<file path="src/rtl/sky_keypad_pkg.sv">
// Shared types and constants for the keypad scanner.
package sky_keypad_pkg;

    localparam int KEY_W = 4;

    typedef enum logic {
        ST_SCAN = 1'b0,
        ST_EVAL = 1'b1
    } state_e;

    typedef enum logic [1:0] {
        CL_NONE  = 2'd0,
        CL_KEY   = 2'd1,
        CL_MULTI = 2'd2
    } class_e;

    // Indexed by frame bit position 4*col + row.
    localparam logic [KEY_W-1:0] KEYMAP [16] = '{
        4'h1, 4'h4, 4'h7, 4'h0,   // column 0, rows 0..3
        4'h2, 4'h5, 4'h8, 4'hF,   // column 1
        4'h3, 4'h6, 4'h9, 4'hE,   // column 2
        4'hA, 4'hB, 4'hC, 4'hD    // column 3
    };

endpackage

</file>
<file path="src/rtl/sky_sync2.sv">
// Two-flop synchronizer for the asynchronous keypad row lines.
module sky_sync2 #(
    parameter int           W       = 4,
    parameter logic [W-1:0] RST_VAL = '1
) (
    input  logic         clk_i,
    input  logic         rst_i,
    input  logic [W-1:0] d_i,
    output logic [W-1:0] q_o
);

    logic [W-1:0] meta_q;
    logic [W-1:0] sync_q;

    // Two register stages; the first may go metastable, the second is used.
    always_ff @(posedge clk_i or posedge rst_i) begin
        if (rst_i) begin
            meta_q <= RST_VAL;
            sync_q <= RST_VAL;
        end else begin
            meta_q <= d_i;
            sync_q <= meta_q;
        end
    end

    assign q_o = sync_q;

endmodule

</file>
<file path="src/rtl/sky_keypad.sv">
// 4x4 matrix keypad scanner: column drive, frame capture, classification,
// frame-level debounce and key commit with a one-cycle strobe.
//
//   state   | meaning
//   --------+---------------------------------------------------------
//   ST_SCAN | drive one column low, sample its rows at end of dwell
//   ST_EVAL | classify the captured 16-bit frame and update debounce
module sky_keypad
    import sky_keypad_pkg::*;
#(
    parameter int SCAN_DIV = 1000,
    parameter int DEBOUNCE = 4
) (
    input  logic             system1000,
    input  logic             system1000_rst,
    input  logic [3:0]       row,
    output logic [3:0]       col,
    output logic [KEY_W-1:0] key,
    output logic             key_valid,
    output logic             key_held
);

    localparam int            DW         = (SCAN_DIV > 1) ? $clog2(SCAN_DIV) : 1;
    localparam logic [DW-1:0] DWELL_LAST = DW'(SCAN_DIV - 1);
    localparam logic [3:0]    DEB_TARGET = 4'(DEBOUNCE);

    logic [3:0]       row_sync;

    state_e           state_q, state_d;
    logic [1:0]       col_idx_q, col_idx_d;
    logic [DW-1:0]    dwell_q, dwell_d;
    logic [15:0]      frame_q, frame_d;
    class_e           prev_class_q, prev_class_d;
    logic [KEY_W-1:0] prev_code_q, prev_code_d;
    logic [3:0]       count_q, count_d;
    logic [KEY_W-1:0] key_q, key_d;
    logic             key_valid_q, key_valid_d;
    logic             key_held_q, key_held_d;

    logic [1:0]       ones;
    logic [3:0]       hit_idx;
    class_e           frame_class;
    logic [KEY_W-1:0] frame_code;
    logic             same_class;

    sky_sync2 #(
        .W       (4),
        .RST_VAL (4'hF)
    ) u_row_sync (
        .clk_i (system1000),
        .rst_i (system1000_rst),
        .d_i   (row),
        .q_o   (row_sync)
    );

    // Classify the captured frame: count set bits (saturating at 2) and
    // remember the position of a set bit for the single-key case.
    always_comb begin
        ones    = 2'd0;
        hit_idx = 4'd0;
        for (int i = 0; i < 16; i++) begin
            if (frame_q[i]) begin
                hit_idx = 4'(i);
                if (ones != 2'd2) begin
                    ones = ones + 2'd1;
                end
            end
        end
        case (ones)
            2'd0:    frame_class = CL_NONE;
            2'd1:    frame_class = CL_KEY;
            default: frame_class = CL_MULTI;
        endcase
        frame_code = KEYMAP[hit_idx];
        // Two KEY frames only match when they carry the same code.
        same_class = (frame_class == prev_class_q) &&
                     ((frame_class != CL_KEY) || (frame_code == prev_code_q));
    end

    // Next-state logic: column scan, frame capture and debounce/commit.
    always_comb begin
        state_d      = state_q;
        col_idx_d    = col_idx_q;
        dwell_d      = dwell_q;
        frame_d      = frame_q;
        prev_class_d = prev_class_q;
        prev_code_d  = prev_code_q;
        count_d      = count_q;
        key_d        = key_q;
        key_valid_d  = 1'b0;
        key_held_d   = key_held_q;

        case (state_q)
            ST_SCAN: begin
                if (dwell_q == DWELL_LAST) begin
                    dwell_d = '0;
                    frame_d[{col_idx_q, 2'b00} +: 4] = ~row_sync;
                    // Wraps to 0 after column 3, so EVAL already drives column 0.
                    col_idx_d = col_idx_q + 2'd1;
                    if (col_idx_q == 2'd3) begin
                        state_d = ST_EVAL;
                    end
                end else begin
                    dwell_d = dwell_q + DW'(1);
                end
            end

            ST_EVAL: begin
                state_d      = ST_SCAN;
                prev_class_d = frame_class;
                prev_code_d  = frame_code;

                if (frame_class == CL_MULTI) begin
                    count_d = 4'd0;
                end else if (same_class) begin
                    count_d = (count_q >= DEB_TARGET) ? DEB_TARGET : count_q + 4'd1;
                end else begin
                    count_d = 4'd1;
                end

                // A stable frame is re-committed every EVAL once saturated;
                // the held/code check keeps a steady key from re-strobing.
                if ((frame_class != CL_MULTI) && (count_d == DEB_TARGET)) begin
                    if (frame_class == CL_KEY) begin
                        if (!key_held_q || (frame_code != key_q)) begin
                            key_d       = frame_code;
                            key_held_d  = 1'b1;
                            key_valid_d = 1'b1;
                        end
                    end else begin
                        key_held_d = 1'b0;
                    end
                end
            end

            default: begin
                state_d = ST_SCAN;
            end
        endcase
    end

    // State register with asynchronous reset to the idle scan position.
    always_ff @(posedge system1000 or posedge system1000_rst) begin
        if (system1000_rst) begin
            state_q      <= ST_SCAN;
            col_idx_q    <= 2'd0;
            dwell_q      <= '0;
            frame_q      <= 16'h0000;
            prev_class_q <= CL_NONE;
            prev_code_q  <= '0;
            count_q      <= 4'd0;
            key_q        <= '0;
            key_valid_q  <= 1'b0;
            key_held_q   <= 1'b0;
        end else begin
            state_q      <= state_d;
            col_idx_q    <= col_idx_d;
            dwell_q      <= dwell_d;
            frame_q      <= frame_d;
            prev_class_q <= prev_class_d;
            prev_code_q  <= prev_code_d;
            count_q      <= count_d;
            key_q        <= key_d;
            key_valid_q  <= key_valid_d;
            key_held_q   <= key_held_d;
        end
    end

    assign col       = ~(4'b0001 << col_idx_q);
    assign key       = key_q;
    assign key_valid = key_valid_q;
    assign key_held  = key_held_q;

endmodule

</file>
<file path="config.mk">
export PLATFORM = sky130hd
export DESIGN_NAME = sky_keypad
export DESIGN_NICKNAME = d
export VERILOG_FILES = /design/src/rtl/sky_keypad_pkg.sv /design/src/rtl/sky_sync2.sv /design/src/rtl/sky_keypad.sv
export SDC_FILE = /design/constraint.sdc
export NUM_CORES = 1
export LEC_CHECK = 0
export CORE_ASPECT_RATIO = 1.5
export CORE_UTILIZATION = 45
export DETAILED_ROUTE_END_ITERATION = 10
export PLACE_DENSITY = 0.64
export SETUP_SLACK_MARGIN = 0.02
export SYNTH_ARGS = -nofsm -noshare
export SYNTH_HDL_FRONTEND = slang
export SYNTH_HIERARCHICAL = 1
export SYNTH_SLANG_ARGS = --single-unit
</file>
<file path="constraint.sdc">
create_clock -name system1000 -period 20 [get_ports system1000]
set_input_delay 4 -clock system1000 [delete_from_list [all_inputs] [get_ports system1000]]
set_output_delay 4 -clock system1000 [all_outputs]
set_load 0.02 [all_outputs]
</file>
Word-level counts from Yosys, hierarchy flattened
Memory sizes are Yosys's and may differ from the RTL's.
Cells that the tools add are included.
Operators by class
  multipliers: 0
  add/sub/neg operators: 19
  equality and inequality tests: 27
  shifts and indexed selects: 3
  muxes and demuxes: 64
  divide/modulo/power cells: 0
  bitwise operators: 4
  reduce and logical (&&, ||, !) cells: 9
  magnitude comparators: 2
Operators with widths (count)
  $mux 4: 20
  $mux 2: 30
  $add 2x1->2 const B: 16
  $ne 2x2->1 const B: 16
  $bwmux 16: 1
  $shift 4x6->16 const A: 1
  $shiftx 4x6->16: 1
  $add 10x1->10 const B: 1
  $eq 10x10->1 const B: 1
  $mux 1: 10
  $mux 10: 1
  $not 4->4: 2
  $neg 4->6: 1
  $ge 5x5->1 const B: 1
  $not 4->5: 1
  $add 4x1->4 const B: 1
  $eq 2x1->1 const B: 2
  $eq 2x2->1 const B: 2
  $eq 4x3->1 const B: 1
  $eq 4x4->1: 1
  $ge 4x3->1 const B: 1
  $ne 2x1->1 const B: 2
  $ne 4x4->1: 1
  $pmux 2 s2: 1
  11 further kinds: 13
Word-level totals
  bits in latches: 0
  register bits: 53
  word-level logic and storage cells: 141
  memory bits (read-only): 64
  bits of input ports: 6
  memories kept: 1
  RAM bits: 0
Memory list
  (name not given): depth 16, bits a word 4, read ports 1, clocked after memory_dff 0, write ports 0, RTL line sky_keypad.sv:74  | frame_code = KEYMAP[hit_idx];

Longest topological paths before layout
Gate-level depths: netlist of the first run.
  depth after elaboration: 58
  depth in mapped cells: 29
  depth with buffers taken out: 26

Cells and area by module
Netlist of the first run, hierarchy kept.
By module, submodules not included
  sky_keypad: cells an instance 546, area an instance 4541.9 sq um, times used 1, sequential area each 1126.1 sq um
  sky_sync2: cells an instance 9, area an instance 214.0 sq um, times used 1, sequential area each 210.2 sq um

Least setup slack after synthesis of the first run
No wires, ideal clock.
  path kind: reg-to-reg
  start: reg frame_q[0]
  end: reg key_q[0] (netlist: key[0])
  cell stages (with the launch flop): 27
  data arrival time: 6274 ps
  period minus slack after synthesis: 6399 ps
  slack: 13601 ps
  data required time: 19875 ps
  cell sequence: dfrtp_1 > inv_1 > ha_1 > or4b_1 > buf_2 > o21ai_2 > a211oi_2 > or4_1 > o2111ai_1 > and3_2 > nor4_1 > a211oi_2 > a21oi_1 > nor3b_2 > a221o_1 > o21a_1 > a211o_1 > xor2_1 > o22ai_1 > or3_1 > nand2_1 > ha_1 > o21ai_0 > o21ai_0 > a31o_2 > nor4_4 > mux2_4
On the way
  word-level cells in the longest chain between the ends: 57
  elaborated cells on any way between the ends: 77
RTL lines
  start, declared: RTL line sky_keypad.sv:32  | logic [15:0] frame_q, frame_d;
  start signal, assigned: RTL line sky_keypad.sv:159  | frame_q <= frame_d;
  $mux 1 *: RTL line sky_keypad.sv:62  | if (frame_q[i]) begin
  $add 2x1->2 / $ne 2x2->1 (equally long branches): RTL line sky_keypad.sv:65, sky_keypad.sv:64
  $mux 2: RTL line sky_keypad.sv:64  | if (ones != 2'd2) begin
  $mux 2 *: RTL line sky_keypad.sv:62
  $add 2x1->2 / $ne 2x2->1 (equally long branches): RTL line sky_keypad.sv:65, sky_keypad.sv:64
  $mux 2: RTL line sky_keypad.sv:64
  $mux 2 *: RTL line sky_keypad.sv:62
  $add 2x1->2 / $ne 2x2->1 (equally long branches): RTL line sky_keypad.sv:65, sky_keypad.sv:64
  [41 not listed]
  $logic_or 1x1->1: RTL line sky_keypad.sv:77  | ((frame_class != CL_KEY) || (frame_code == prev_code_q));
  $logic_and 1x1->1: RTL line sky_keypad.sv:76  | same_class = (frame_class == prev_class_q) &&
  $mux 4: RTL line sky_keypad.sv:115  | end else if (same_class) begin
  $mux 4: RTL line sky_keypad.sv:113  | if (frame_class == CL_MULTI) begin
  $mux 4: RTL line sky_keypad.sv:93  | case (state_q)
  $eq 4x3->1: RTL line sky_keypad.sv:123  | if ((frame_class != CL_MULTI) && (count_d == DEB_TARGET)) begin
  $logic_and 1x1->1: RTL line sky_keypad.sv:123
  $reduce_and 4->1 (no line) *
  end signal, assigned: RTL line sky_keypad.sv:163  | key_q <= key_d;
  end, declared: RTL line sky_keypad.sv:36  | logic [KEY_W-1:0] key_q, key_d;
Mark *: on every way between the ends. The rest lies on a longest branch, timed or not. The select of a mux whose other input is x is not followed.
A chain may end at the register's enable or synchronous reset.

Worst setup path in the final report of the first run
  start: reg frame_q[0]
  end: reg key_q[2] (netlist: key[2])
Same word-level chain as after synthesis.

==> flow_summary.yaml, run 1 <==
critical_path:
  cp.required_ns: 20.18
  critPathTopFamily: "simple AND/OR/NAND/NOR gates"
  path_class: "reg2reg"
  critical_path_buf_inv_count: 1
  r2r_start: "frame_q[0]"
  regToRegEndpoint: "key[2]"
  worst_setup_path_end_kind: "register"
  r2r_setup_slack_ns: 12.62
  r2r_cells: 25
  cpMaxStageDelayCell: "sky130_fd_sc_hd__or4b_1"
  critPathMaxFanout: 10
  startpoint_type: "register"
  critPathLaunch: "frame_q[0]"
  slowest_delay_ns: 0.68
  critPathArrivalTime_ns: 7.56
timing:
  tightest_slew_ns: 0.7830
  final_critical_path_setup_slack_ns: 12.62
  fin_skew_ns: 0.006658
  achievable-frequency_mhz: 135.6
  timing.final.crit_share_pct: 36.88
  setup_total_negative_slack_ns: 0
  count_of_endpoints_failing_setup_in_the_final_report: 0
  rsz0062_at_grt: "false"
  hold_viol_final: 0
  timing.final.crit_period_ns: 7.375
  timing_max_transition_violations_final: 0
  slew_headroom_pct: 47.69
clock_network:
  postCtsSetupBuffers: 0
  clk_root_buffer_cell: "sky130_fd_sc_hd__clkbuf_16"
  clock_sink_count: 53
  post_cts_resize_count: 0
  cts_inserted_buffers: 5
  cts-htree-levels: 2
  tritoncts_clock_tree: "built"
  postCtsHoldBufs: 0
  clkLatencyLatePin_ns: 0.30
  cts_max_path_buffers: 2
  clkTransAtPathRegs_ns: 0.07
synthesis:
  synth_flop_cell: "sky130_fd_sc_hd__dfrtp_1"
  synth-async-reset-ratio_pct: 100.0
  synth_cells: 555
  synth_warnings: 6
  ys_seq_elements: 53
  post_synth_instance_area_sq_mm: 0.004756
  synth.avg_cell_area_sq_um: 8.569
  synth.distinct_cells: 99
  synth-edff-count: 0
  seq_area_frac_synth_pct: 28.10
  mappedNetlistNets: 574
floorplanning:
  die_area_sq_mm: 0.01099
  chipHeight_um: 127.9
  die_w_um: 85.94
  fp.coreArea_sq_mm: 0.01019
  floorplan.rows: 45
  num_io_pins: 16
  floorplan.initialDensity_pct: 46.67
global_route:
  overflow: 0
  grt_pass1_vias: 4065
  global_route.usage.total_pct: 21.49
  grt_max_degree: 46
  grt_first_pass_wirelength_um: 18910
  antenna_violations_before_repair: 0
layout:
  finalInstanceArea_sq_mm: 0.005147
  instances_no_fill: 696
  n_antenna_cell: 0
  area_growth_syn_to_layout_pct: 8.235
  drive_above_1_share_pct: 13.33
  nets: 573
  utilization_pct: 50.51
detailed_routing:
  vias_per_cell: 6.027
  drt-pass1-iter-count: 5
  post-route-drc-count: 0
  wl_per_cell_um: 16.15
  drtAntennaViolNets: 0
  via_total_after_detailed_routing: 4195
  drt-initial-drc-count: 205
  routed_wl_um: 11240
min_path:
  min_delay_path_depth: 0
  timing.hold.worst.class: "reg2reg"
  worst_hold_startpoint: "u_row_sync/meta_q[1]"
  min_delay_worst_endpoint: "u_row_sync/q_o[1]"
power_and_ir_drop:
  powerDensity_mw_per_mm2: 39.16
  power.leakage_nw: 2.002
  peakVddDrop_mv: 0.04101
outcome:
  status: "complete, no violations"
place:
  place_area_sq_mm: 0.004994
  place.gp.congestion: 0.9038
  post-dp-hpwl_um: 8725
  placed_cells_incl_taps: 688
  placement.setup.worst_slack_ns: 12.69
  portBuffers: 15
run:
  drv_cap: 0
-- metrics by stage --
| stage | total power (W) | hold WS (ns) |
|---|---|---|
| after floorplan | 0.0001126 | 0.3452 |
| after global placement | 0.0001146 | 0.3460 |
| after CTS | 0.0002045 | 0.3580 |
| after global routing | 0.0002089 | 0.3595 |
| final | 0.0002016 | 0.3564 |
| after detailed placement | 0.0001147 | 0.3468 |
-- worst reg2reg max path, stage by stage (launching register included) --
cell	delay, ns
sky130_fd_sc_hd__dfrtp_1	0.39
sky130_fd_sc_hd__inv_1	0.08
sky130_fd_sc_hd__ha_1	0.37
sky130_fd_sc_hd__or4b_1	0.68
sky130_fd_sc_hd__o211a_1	0.29
sky130_fd_sc_hd__o32ai_1	0.28
sky130_fd_sc_hd__a2111oi_4	0.10
sky130_fd_sc_hd__a31o_4	0.32
sky130_fd_sc_hd__xnor2_1	0.30
sky130_fd_sc_hd__and4_4	0.29
sky130_fd_sc_hd__or2_0	0.47
sky130_fd_sc_hd__a21oi_1	0.15
sky130_fd_sc_hd__nor3b_2	0.21
sky130_fd_sc_hd__a221o_1	0.44
sky130_fd_sc_hd__nor2_1	0.29
sky130_fd_sc_hd__a2111oi_2	0.12
sky130_fd_sc_hd__a2111oi_4	0.38
sky130_fd_sc_hd__nor3_1	0.11
sky130_fd_sc_hd__or3_1	0.38
sky130_fd_sc_hd__nand2_1	0.09
sky130_fd_sc_hd__ha_1	0.23
sky130_fd_sc_hd__o21ai_0	0.13
sky130_fd_sc_hd__o21ai_0	0.10
sky130_fd_sc_hd__a31o_2	0.29
sky130_fd_sc_hd__nor4_4	0.45
sky130_fd_sc_hd__mux2_4	0.33
-- worst max path at each step --
| stage | endpoint | slack, ns | depth (start not counted) |
|---|---|---|---|
| floorplan | key[0] | 13.60 | 26 |
| global placement | key[1] | 12.86 | 25 |
| detailed placement | key[1] | 12.69 | 25 |
| CTS | key[2] | 12.66 | 25 |
| global route | key[2] | 12.05 | 25 |
| finish | key[2] | 12.62 | 25 |
-- report_power, final --
part | leakage, nW | total [W] | switching [W] | internal (W)
Clock | 0.0763 | 0.0000892 | 0.0000412 | 0.0000480
Combinational | 1.23 | 0.00000317 | 0.00000216 | 0.00000101
Sequential | 0.699 | 0.000109 | 0.000000641 | 0.000109
Total | 2.00 | 0.000202 | 0.0000440 | 0.000158
-- placed cells by master (no fill, tap or decap), types with 4 or more instances in the layout --
cell and n:
sky130_fd_sc_hd__o22ai_1 4, sky130_fd_sc_hd__nand4_1 6, sky130_fd_sc_hd__a31oi_1 9, sky130_fd_sc_hd__o21a_1 7, sky130_fd_sc_hd__o21ai_0 28, sky130_fd_sc_hd__clkbuf_16 5
sky130_fd_sc_hd__and2_1 5, sky130_fd_sc_hd__a21oi_1 26, sky130_fd_sc_hd__or3_1 11, sky130_fd_sc_hd__a21o_1 5, sky130_fd_sc_hd__mux2_2 6, sky130_fd_sc_hd__nand3b_1 4
sky130_fd_sc_hd__inv_1 25, sky130_fd_sc_hd__nand3_1 19, sky130_fd_sc_hd__or2_2 4, sky130_fd_sc_hd__ha_1 13, sky130_fd_sc_hd__xnor2_1 15, sky130_fd_sc_hd__o31ai_1 19
sky130_fd_sc_hd__nand2_1 61, sky130_fd_sc_hd__a211oi_2 4, sky130_fd_sc_hd__nor2b_1 5, sky130_fd_sc_hd__a22oi_1 4, sky130_fd_sc_hd__dfstp_2 8, sky130_fd_sc_hd__dfrtp_1 45
sky130_fd_sc_hd__xor2_1 12, sky130_fd_sc_hd__nor3_1 11, sky130_fd_sc_hd__o21ai_1 7, sky130_fd_sc_hd__mux2i_1 10, sky130_fd_sc_hd__a211oi_1 4, sky130_fd_sc_hd__clkdlybuf4s50_1 15
sky130_fd_sc_hd__nor2_1 44
-- registers in the layout, indices dropped and copies added (netlist names), 4 cells and up --
name               count
count_q                4
dwell_q               10
frame_q               16
key                    4
prev_code_q            4
u_row_sync/meta_q      4
u_row_sync/q_o         4
-- logic make-up after synthesis --
group	Yosys count	share of synthesized area, %
and+or+nand+nor	201	22.13
adders and majority gates	13	3.420
buffers and inverters	53	4.394
AOI/OAI and AO/OA	186	31.36
xor gates and xnor gates	29	5.893
muxes	20	4.709
DFF	53	28.10
-- layout make-up --
| class | instances | area (sq um) |
|---|---|---|
| clock buffer | 5 | 125.1 |
| tap | 141 | 176.4 |
| fill | 951 | 5044 |
| multi-input combinational | 449 | 3211 |
| clock inverter | 3 | 28.78 |
| inverter | 28 | 105.1 |
| sequential | 53 | 1336 |
| timing repair buffer | 17 | 165.2 |
-- layer usage --
metal	share of wire, %	vias up	track usage [%]
li1	-	2086	-
met1	42	1992	23.69
met2	53	87	40.06
met3	2.1	30	1.932
met4	3.4	0	11.37
met5	0	-	0
-- synth_stat cells (4+ instances only) --
library cell               number  share of area [%]
sky130_fd_sc_hd__mux2_2         6                1.4
sky130_fd_sc_hd__inv_1         26                2.1
sky130_fd_sc_hd__nand4_1        6               0.79
sky130_fd_sc_hd__nand3b_1       4               0.63
sky130_fd_sc_hd__a31oi_1        9                1.2
sky130_fd_sc_hd__or2_2          4               0.53
sky130_fd_sc_hd__nor2_1        44                3.5
sky130_fd_sc_hd__o21a_1         7                1.1
sky130_fd_sc_hd__a211oi_2       4                1.1
sky130_fd_sc_hd__buf_2          5               0.53
sky130_fd_sc_hd__clkbuf_1      16                1.3
sky130_fd_sc_hd__or3_1         11                1.4
sky130_fd_sc_hd__nand2_1       61                4.8
sky130_fd_sc_hd__a21oi_1       26                2.7
sky130_fd_sc_hd__o22ai_1        4               0.53
sky130_fd_sc_hd__nor3_1        11                1.2
sky130_fd_sc_hd__a22oi_1        4               0.63
sky130_fd_sc_hd__mux2i_1       10                2.1
sky130_fd_sc_hd__ha_1          13                3.4
sky130_fd_sc_hd__xnor2_1       15                2.8
sky130_fd_sc_hd__xor2_1        12                2.2
sky130_fd_sc_hd__a21o_1         5               0.79
sky130_fd_sc_hd__o31ai_1       19                3.0
sky130_fd_sc_hd__nand3_1       19                2.0
sky130_fd_sc_hd__nor2b_1        5               0.66
sky130_fd_sc_hd__and2_1         5               0.66
sky130_fd_sc_hd__a211oi_1       4               0.63
sky130_fd_sc_hd__o21ai_0       28                2.9
sky130_fd_sc_hd__dfstp_2        8                4.4
sky130_fd_sc_hd__dfrtp_1       45                 24
sky130_fd_sc_hd__o21ai_1        7               0.74
(Power assumes the default switching activity.)
==> inputs of run 2 (changes only) <==
==> constraint.sdc (replaced) <==
create_clock -name system1000 -period 7 [get_ports system1000]
set_input_delay 1.4 -clock system1000 [delete_from_list [all_inputs] [get_ports system1000]]
set_output_delay 1.4 -clock system1000 [all_outputs]
set_load 0.02 [all_outputs]
==> run 2 against run 1 <==
Power rose to 2.9 times the previous value. Wire length up 9.1%. Critical path depth rose by 2. Clock skew up 0.0016 ns. Die area is the same. Critical path type unchanged.
==> flow_summary.yaml, run 2 (synthesis gave the netlist of run 1 again) <==
outcome:
  status: "complete, no violations"
critical_path:
  critPathArrivalTime_ns: 6.94
  critPathMaxFanout: 7
  regToRegEndpoint: "key[3]"
  cp.required_ns: 7.17
  path_class: "reg2reg"
  r2r_setup_slack_ns: 0.23
  r2r_cells: 27
  r2r_start: "frame_q[0]"
  startpoint_type: "register"
  worst_setup_path_end_kind: "register"
detailed_routing:
  via_total_after_detailed_routing: 4488
  drt-pass1-iter-count: 5
  drtAntennaViolNets: 0
  wl_per_cell_um: 16.64
  routed_wl_um: 12260
  post-route-drc-count: 0
  vias_per_cell: 6.090
  drt-initial-drc-count: 228
timing:
  hold-worst-slack_ns: 0.3576
  achievable-frequency_mhz: 147.7
  tightest_slew_ns: 0.8453
  fin_skew_ns: 0.008270
  timing_max_transition_violations_final: 0
  hold_viol_final: 0
  slew_headroom_pct: 43.64
  timing.final.crit_period_ns: 6.772
  count_of_endpoints_failing_setup_in_the_final_report: 0
  timing.final.crit_share_pct: 96.74
clock_network:
  clkLatencyLatePin_ns: 0.29
  cts_max_path_buffers: 2
  tritoncts_clock_tree: "built"
  clk_root_buffer_cell: "sky130_fd_sc_hd__clkbuf_16"
  cts_inserted_buffers: 5
  clkTransAtPathRegs_ns: 0.07
  cts-htree-levels: 2
  clock_sink_count: 53
layout:
  largest_register: "frame_q"
  area_growth_syn_to_layout_pct: 23.20
  nets: 614
  finalInstanceArea_sq_mm: 0.005859
  reg.largest.list: "frame_q x16, dwell_q x10"
  utilization_pct: 57.50
  n_antenna_cell: 0
  layout.cells.most_common_list: "61 x sky130_fd_sc_hd__nand2_1, 44 x sky130_fd_sc_hd__dfrtp_1, 42 x sky130_fd_sc_hd__nor2_1"
  layout.cells.most_common: "sky130_fd_sc_hd__nand2_1"
  drive_above_1_share_pct: 25.84
  largest_register_ffs: 16
floorplanning:
  floorplan.initialDensity_pct: 46.67
  floorplan.rows: 45
  chipHeight_um: 127.9
  die_area_sq_mm: 0.01099
  die_w_um: 85.94
  fp.coreArea_sq_mm: 0.01019
  num_io_pins: 16
power_and_ir_drop:
  p_clk_share_pct: 44.2
  peakVddDrop_mv: 0.1169
  seq_power_share_pct: 54.2
  netSwitchingFraction_pct: 21.82
  power.leakage_nw: 2.282
  combinationalPowerShare_pct: 1.6
  p_switching_w: 0.0001256
  powerDensity_mw_per_mm2: 98.28
  power.internal_w: 0.0004503
min_path:
  min_delay_worst_endpoint: "u_row_sync/q_o[0]"
  min_delay_path_depth: 0
  timing.hold.worst.class: "reg2reg"
  worst_hold_startpoint: "u_row_sync/meta_q[0]"
place:
  post-dp-hpwl_um: 9030
  portBuffers: 15
  place.gp.congestion: 0.8569
  place_area_sq_mm: 0.005181
global_route:
  overflow: 0
  grt_max_degree: 46
  global_route.usage.total_pct: 22.17
  grt_first_pass_wirelength_um: 19800
  grt_pass1_vias: 4279
  antenna_violations_before_repair: 0
run:
  drv_cap: 0
## run 2: cell types whose count changed in the layout (fill, tap and decap cells not counted), moves of 3 or more
cell                       before  now
sky130_fd_sc_hd__o21ai_0       28   25
sky130_fd_sc_hd__buf_4          2   41
sky130_fd_sc_hd__nor2_4         0    3
sky130_fd_sc_hd__a21oi_1       26   23
sky130_fd_sc_hd__a21oi_4        0    3
sky130_fd_sc_hd__mux2i_1       10    7
sky130_fd_sc_hd__xnor2_1       15   12
sky130_fd_sc_hd__a211oi_4       0    3
sky130_fd_sc_hd__mux2i_4        0    3
## run 2: what timing repair did
action	4_1_cts	5_1_grt
cloned	0	1
buffers inserted	0	15
resized for setup	1	70
setup endpoints to repair	4	11
pin swaps	0	30
hold buffers	0	0
## run 2: through the flow
stage | instances | power [W] | worst slack [ns] | TNS [ns]
floorplan | 555 | 0.0003216 | 0.6010 | 0
global placement | 713 | 0.0003274 | 0.03263 | 0
detailed placement | 713 | 0.0003277 | -0.06042 | -0.2060
CTS | 721 | 0.0005833 | 0.03223 | 0
global route | 737 | 0.0005987 | -0.05368 | -0.05587
finish | 737 | 0.0005759 | 0.2283 | 0
## run 2: per-layer routing
layer  vias up  global-route usage, %  wire (um)
met5         -                      0          0
met4         0                  10.69        467
met3        38                  1.803        270
met2        91                  41.18       6646
met1      2185                  25.13       4875
li1       2174                      -          -
## run 2: final cells by class
type                       instances  area [sq um]
tap                              141         176.4
timing repair buffer              57         478.0
sequential                        53          1338
multi-input combinational        450          3608
inverter                          28         105.1
clock inverter                     3         28.78
fill                             905          4332
clock buffer                       5         125.1
## run 2: worst max-delay path by stage
stage | from | slack, ns | endpoint
floorplan | frame_q[0] | 0.60 | key[0]
global placement | frame_q[0] | 0.03 | key[2]
detailed placement | frame_q[0] | -0.06 | key[2]
CTS | frame_q[0] | 0.03 | key[0]
global route | frame_q[0] | -0.05 | key[3]
finish | frame_q[0] | 0.23 | key[3]
## run 2: power by group through the flow
stage	clock, W	combinational (W)	sequential (W)
after detailed placement	0	0.00000968	0.000318
final	0.000255	0.00000919	0.000312
after CTS	0.000261	0.00000970	0.000312
after floorplan	0	0.00000450	0.000317
after global placement	0	0.00000946	0.000318
after global routing	0.000276	0.0000108	0.000312
## run 2: critical path: stages, from the launching register on
cell	delay (ns)
sky130_fd_sc_hd__dfrtp_1	0.38
sky130_fd_sc_hd__buf_4	0.14
sky130_fd_sc_hd__ha_1	0.20
sky130_fd_sc_hd__or4b_4	0.62
sky130_fd_sc_hd__o21a_1	0.18
sky130_fd_sc_hd__a211oi_2	0.23
sky130_fd_sc_hd__buf_4	0.19
sky130_fd_sc_hd__nor2_4	0.07
sky130_fd_sc_hd__and4_4	0.21
sky130_fd_sc_hd__o32ai_4	0.37
sky130_fd_sc_hd__nor2_4	0.11
sky130_fd_sc_hd__buf_12	0.15
sky130_fd_sc_hd__o31ai_4	0.34
sky130_fd_sc_hd__buf_4	0.19
sky130_fd_sc_hd__a21oi_4	0.04
sky130_fd_sc_hd__a211oi_4	0.33
sky130_fd_sc_hd__nor2_1	0.10
sky130_fd_sc_hd__nor3_1	0.35
sky130_fd_sc_hd__a2111oi_2	0.11
sky130_fd_sc_hd__a311oi_2	0.35
sky130_fd_sc_hd__nor3_2	0.11
sky130_fd_sc_hd__or3_4	0.38
sky130_fd_sc_hd__nand2_1	0.07
sky130_fd_sc_hd__ha_1	0.23
sky130_fd_sc_hd__and2_1	0.18
sky130_fd_sc_hd__a311oi_1	0.35
sky130_fd_sc_hd__nor4b_4	0.30
sky130_fd_sc_hd__mux2_1	0.34
==> RTL edit 1 (flow settings as in run 2) <==
`SCAN_DIV`: 1000 -> 2000.
--- a/src/rtl/sky_keypad.sv
+++ b/src/rtl/sky_keypad.sv
@@ -9,5 +9,5 @@
     import sky_keypad_pkg::*;
 #(
-    parameter int SCAN_DIV = 1000,
+    parameter int SCAN_DIV = 2000,
     parameter int DEBOUNCE = 4
 ) (
Check against the original RTL: no difference found for any inputs over 10 cycles, from zero or initial values and one cycle with system1000_rst high; that may be too few to reach the edited logic, so the function may still have changed.
==> RTL edit 1 against run 2 <==
Count of clock-buffer cells in the layout grew 1. Area after synthesis decreased by 14%. Combinational power fell by 5.9%. Setup slack improved by 0.085 ns. Sequential cell count increased by 1. Power grew 5.2%. Die area shrank 14%. Routed wire length is 28% lower. Final area shrank 21%. Largest power group unchanged. Highest routed layer unchanged.
==> RTL edit 1: results (changes against run 2) <==
M3 GR Usage = 0.02317 (+0.005136)
synth top area cells = dfrtp_1 28%, dfstp_2 5.2%, ha_1 4.0%
Post-Synth XOR/XNOR Area = 0.06857 (+0.009641)
status = completed
Seq group = 0.318 mW (+2%)
met1 usage = 0.2282 (-0.02308)
fraction of layout cells with a size suffix above 1 = 0.1793 (-0.07912)
R2R cell count = 24 (-11%)
GR Util met2 = 0.3665 (-0.04531)
WP data arrival = 6.87 ns (-0.07 ns)
detailed placement HPWL = 6496 um (-28%)
GR Util All Layers = 0.2007 (-0.02097)
hold endpoint = u_row_sync/q_o[2]$_DFF_PP1_
Starting DRT DRC Count = 127 (-44%)
# placed instances = 560 (-21%)
final period demand of the worst path = 6.687 ns (-0.08473 ns)
Seq/Total Area, Yosys = 0.3346 (+0.05358)
Critical Path End = key[2]$_DFFE_PP0P_
Largest regs = frame_q: 16 flops, dwell_q: 11 flops
crit-path max cell delay = 0.58 ns (-0.04 ns)
Routability Congestion = 0.8287 (-3.3%)
combinational cell power = 0.00865 mW (-5.9%)
CTS Buffer Depth = 2 (unchanged)
crit path max fanout = 7 (unchanged)
final wirelength = 8769 um (-28%)
Switching Share = 0.1938 (-0.02440)
pre-CTS WS = -0.06485 ns (-0.004433 ns)
Commonest cells post-synth = 46 x dfrtp_1, 40 x nand2_1, 33 x nor2_1
clk_lat worst skew = 0.29 ns (about the same)
Finished Layout Cells = 573 (-22%)
Final #Nets = 481 (-22%)
DP Area = 4285 um^2 (-17%)
maximum vdd drop = 0.2305 mV (+97%)
CTS resizes = 4 (+3)
Relative slew margins = 0.3775 (-0.05894)
final hold slack = 0.3568 ns (-0.0007670 ns)
vias in the first global route = 3395 (-21%)
Post-Syn Nets = 470 (-18%)
Async SR Flop Fraction = 1.000 (unchanged)
Initial Util = 0.4636 (-0.003023)
clk_skew = 0.01104 ns (+0.002773 ns)
Diodes inserted = 0 (unchanged)
CTS buffer count = 5 (unchanged)
Mapped Avg Cell Area = 9.022 um^2 (+5.3%)
adder-cell share of the synthesized area = 0.03998 (+0.005774)
first-pass GRT wire length = 15280 um (-23%)
family with the most delay on the worst path = simple AND/OR/NAND/NOR gates
Netlist cell types = 83 (-16%)
hold_sp = u_row_sync/meta_q[2]$_DFF_PP1_
complex-gate fraction of the synthesized area = 0.2485 (-0.06514)
Reg2Reg Setup Slack = 0.31 ns (+0.08 ns)
Leak = 1.821 nW (-20%)
Clock group = 0.279 mW (+9.4%)
post-synthesis mux area share = 0.05474 (+0.007643)
Pre-antenna DRT Iters = 4 (-1)
routed vias/inst = 5.918 (-2.8%)
Synth Warn # = 6 (unchanged)
RR Startpoint = frame_q[1]$_DFFE_PP0P_
largest net degree at the start of global routing = 47 (+2.2%)
RTL edit 1: cell count changes after synthesis, moves of 5 or more:
cell | before | now
nor2_1 | 44 | 33
o21ai_0 | 28 | 16
a21oi_1 | 26 | 16
nand2_1 | 61 | 40
mux2i_1 | 10 | 5
o21ai_1 | 7 | 0
o21a_1 | 7 | 2
o211ai_1 | 3 | 9
clkbuf_1 | 16 | 11
RTL edit 1: final cells by class:
| type | count | area [um^2] |
|---|---|---|
| Sequential cell | 54 | 1361 |
| Inverter | 26 | 97.59 |
| Clock inverter | 2 | 38.79 |
| Clock buffer | 6 | 128.9 |
| Multi-Input combinational cell | 352 | 2639 |
| Fill cell | 794 | 4163 |
| Tap cell | 110 | 137.6 |
| Timing Repair Buffer | 23 | 210.2 |
RTL edit 1: layer usage:
metal | share of wire | wire length (um)
met1 | 0.41 | 3624
met4 | 0.028 | 243
met5 | 0 | 0
met2 | 0.54 | 4736
met3 | 0.019 | 165
==> RTL edit 2 (settings of run 2) <==
Without the edit above. Register the input `row` before use. The logic sees it one clock later.
--- a/src/rtl/sky_keypad.sv
+++ b/src/rtl/sky_keypad.sv
@@ -25,4 +25,10 @@
     localparam logic [3:0]    DEB_TARGET = 4'(DEBOUNCE);
 
+    logic [3:0] row_q;
+
+    always_ff @(posedge system1000) begin
+        row_q <= row;
+    end
+
     logic [3:0]       row_sync;
 
@@ -50,5 +56,5 @@
         .clk_i (system1000),
         .rst_i (system1000_rst),
-        .d_i   (row),
+        .d_i   (row_q),
         .q_o   (row_sync)
     );
Behaviour: no difference found for any inputs over 10 cycles, from zero or initial values and one cycle with system1000_rst high; that may be too few to reach the edited logic, so the function may still have changed.
==> RTL edit 2 against run 2 <==
Fmax up 1.5%. Power up 32%. Global-route usage down 0.19 points. Setup slack better by 0.099 ns. Sequential cell count up 4. Critical path type unchanged. Non-clock buffer count down 28. Routed wire length down 16%. Sequential power up 8.0%. Area after synthesis down 7.7%. Final area down 13%. Largest cell class unchanged.
==> RTL edit 2: results (changes against run 2) <==
crit path max fanout = 9 (+2)
final hold slack = 0.2946 ns (-0.06298 ns)
Netlist cell types = 87 (-12%)
fraction of layout cells with a size suffix above 1 = 0.1882 (-0.07018)
combinational cell power = 0.00891 mW (-3.0%)
Seq/Total Area, Yosys = 0.3227 (+0.04171)
Tcrit/Tclk final = 0.9532 (-0.01415)
status = completed
Switching Share = 0.2109 (-0.007294)
pre-CTS WS = 0.02035 ns (+0.08077 ns)
Critical Path End = key[1]$_DFFE_PP0P_
Post-Synth XOR/XNOR Area = 0.04590 (-0.01304)
vias in the first global route = 3790 (-11%)
Starting DRT DRC Count = 133 (-42%)
complex-gate fraction of the synthesized area = 0.2700 (-0.04365)
Relative slew margins = 0.5440 (+0.1076)
clk_lat worst skew = 0.33 ns (+0.04 ns)
DP Area = 4604 um^2 (-11%)
clk_skew = 0.006298 ns (-0.001973 ns)
H-Tree Depth = 3 (+1)
routed vias/inst = 5.997 (-1.5%)
Commonest cells post-synth = 50 x nand2_1, 45 x dfrtp_1, 45 x nor2_1
hold endpoint = u_row_sync/meta_q[3]$_DFF_PP1_
detailed placement HPWL = 7549 um (-16%)
Worst-path clk slew = 0.05 ns (-0.02 ns)
Post-Syn Nets = 523 (-8.9%)
# placed instances = 613 (-14%)
adder-cell share of the synthesized area = 0.03706 (+0.002857)
first-pass GRT wire length = 17280 um (-13%)
Routed WL per cell = 16.20 um (-2.6%)
Fillers = 909 (+0.44%)
R2R cell count = 24 (-11%)
## RTL edit 2: changes by cell type in the layout (fill, tap and decap cells not counted), sizes merged, moves of 5 or more
cell	delta
clkbuf	+6
buf	-29
a31o	-5
o21ai	-7
nand2	-12
a21oi	-11
nand2b	+6
o221ai	+5
or2	+6
## RTL edit 2: per-layer routing
metal  share of wire  GRT usage  vias up  wire length (um)
met4           0.020     0.1110        0               207
li1                -          -     1927                 -
met2            0.55     0.3929       56              5671
met3           0.021    0.03395       16               215
met5               0          0        -                 0
met1            0.41     0.2454     1827              4243
## RTL edit 2: repair_timing
item                       CTS  global route
setup endpoints to repair    4             8
buffers inserted             0             9
pin swaps                    0             9
resized for setup            3            26
## RTL edit 2: cell type report
type                       instances  area share
clock buffer                      10     0.04908
clock inverter                     6    0.009080
inverter                          24     0.01767
multi-input combinational        400      0.5693
sequential                        57      0.2778
tap                              112     0.02748
timing repair buffer              29     0.04957
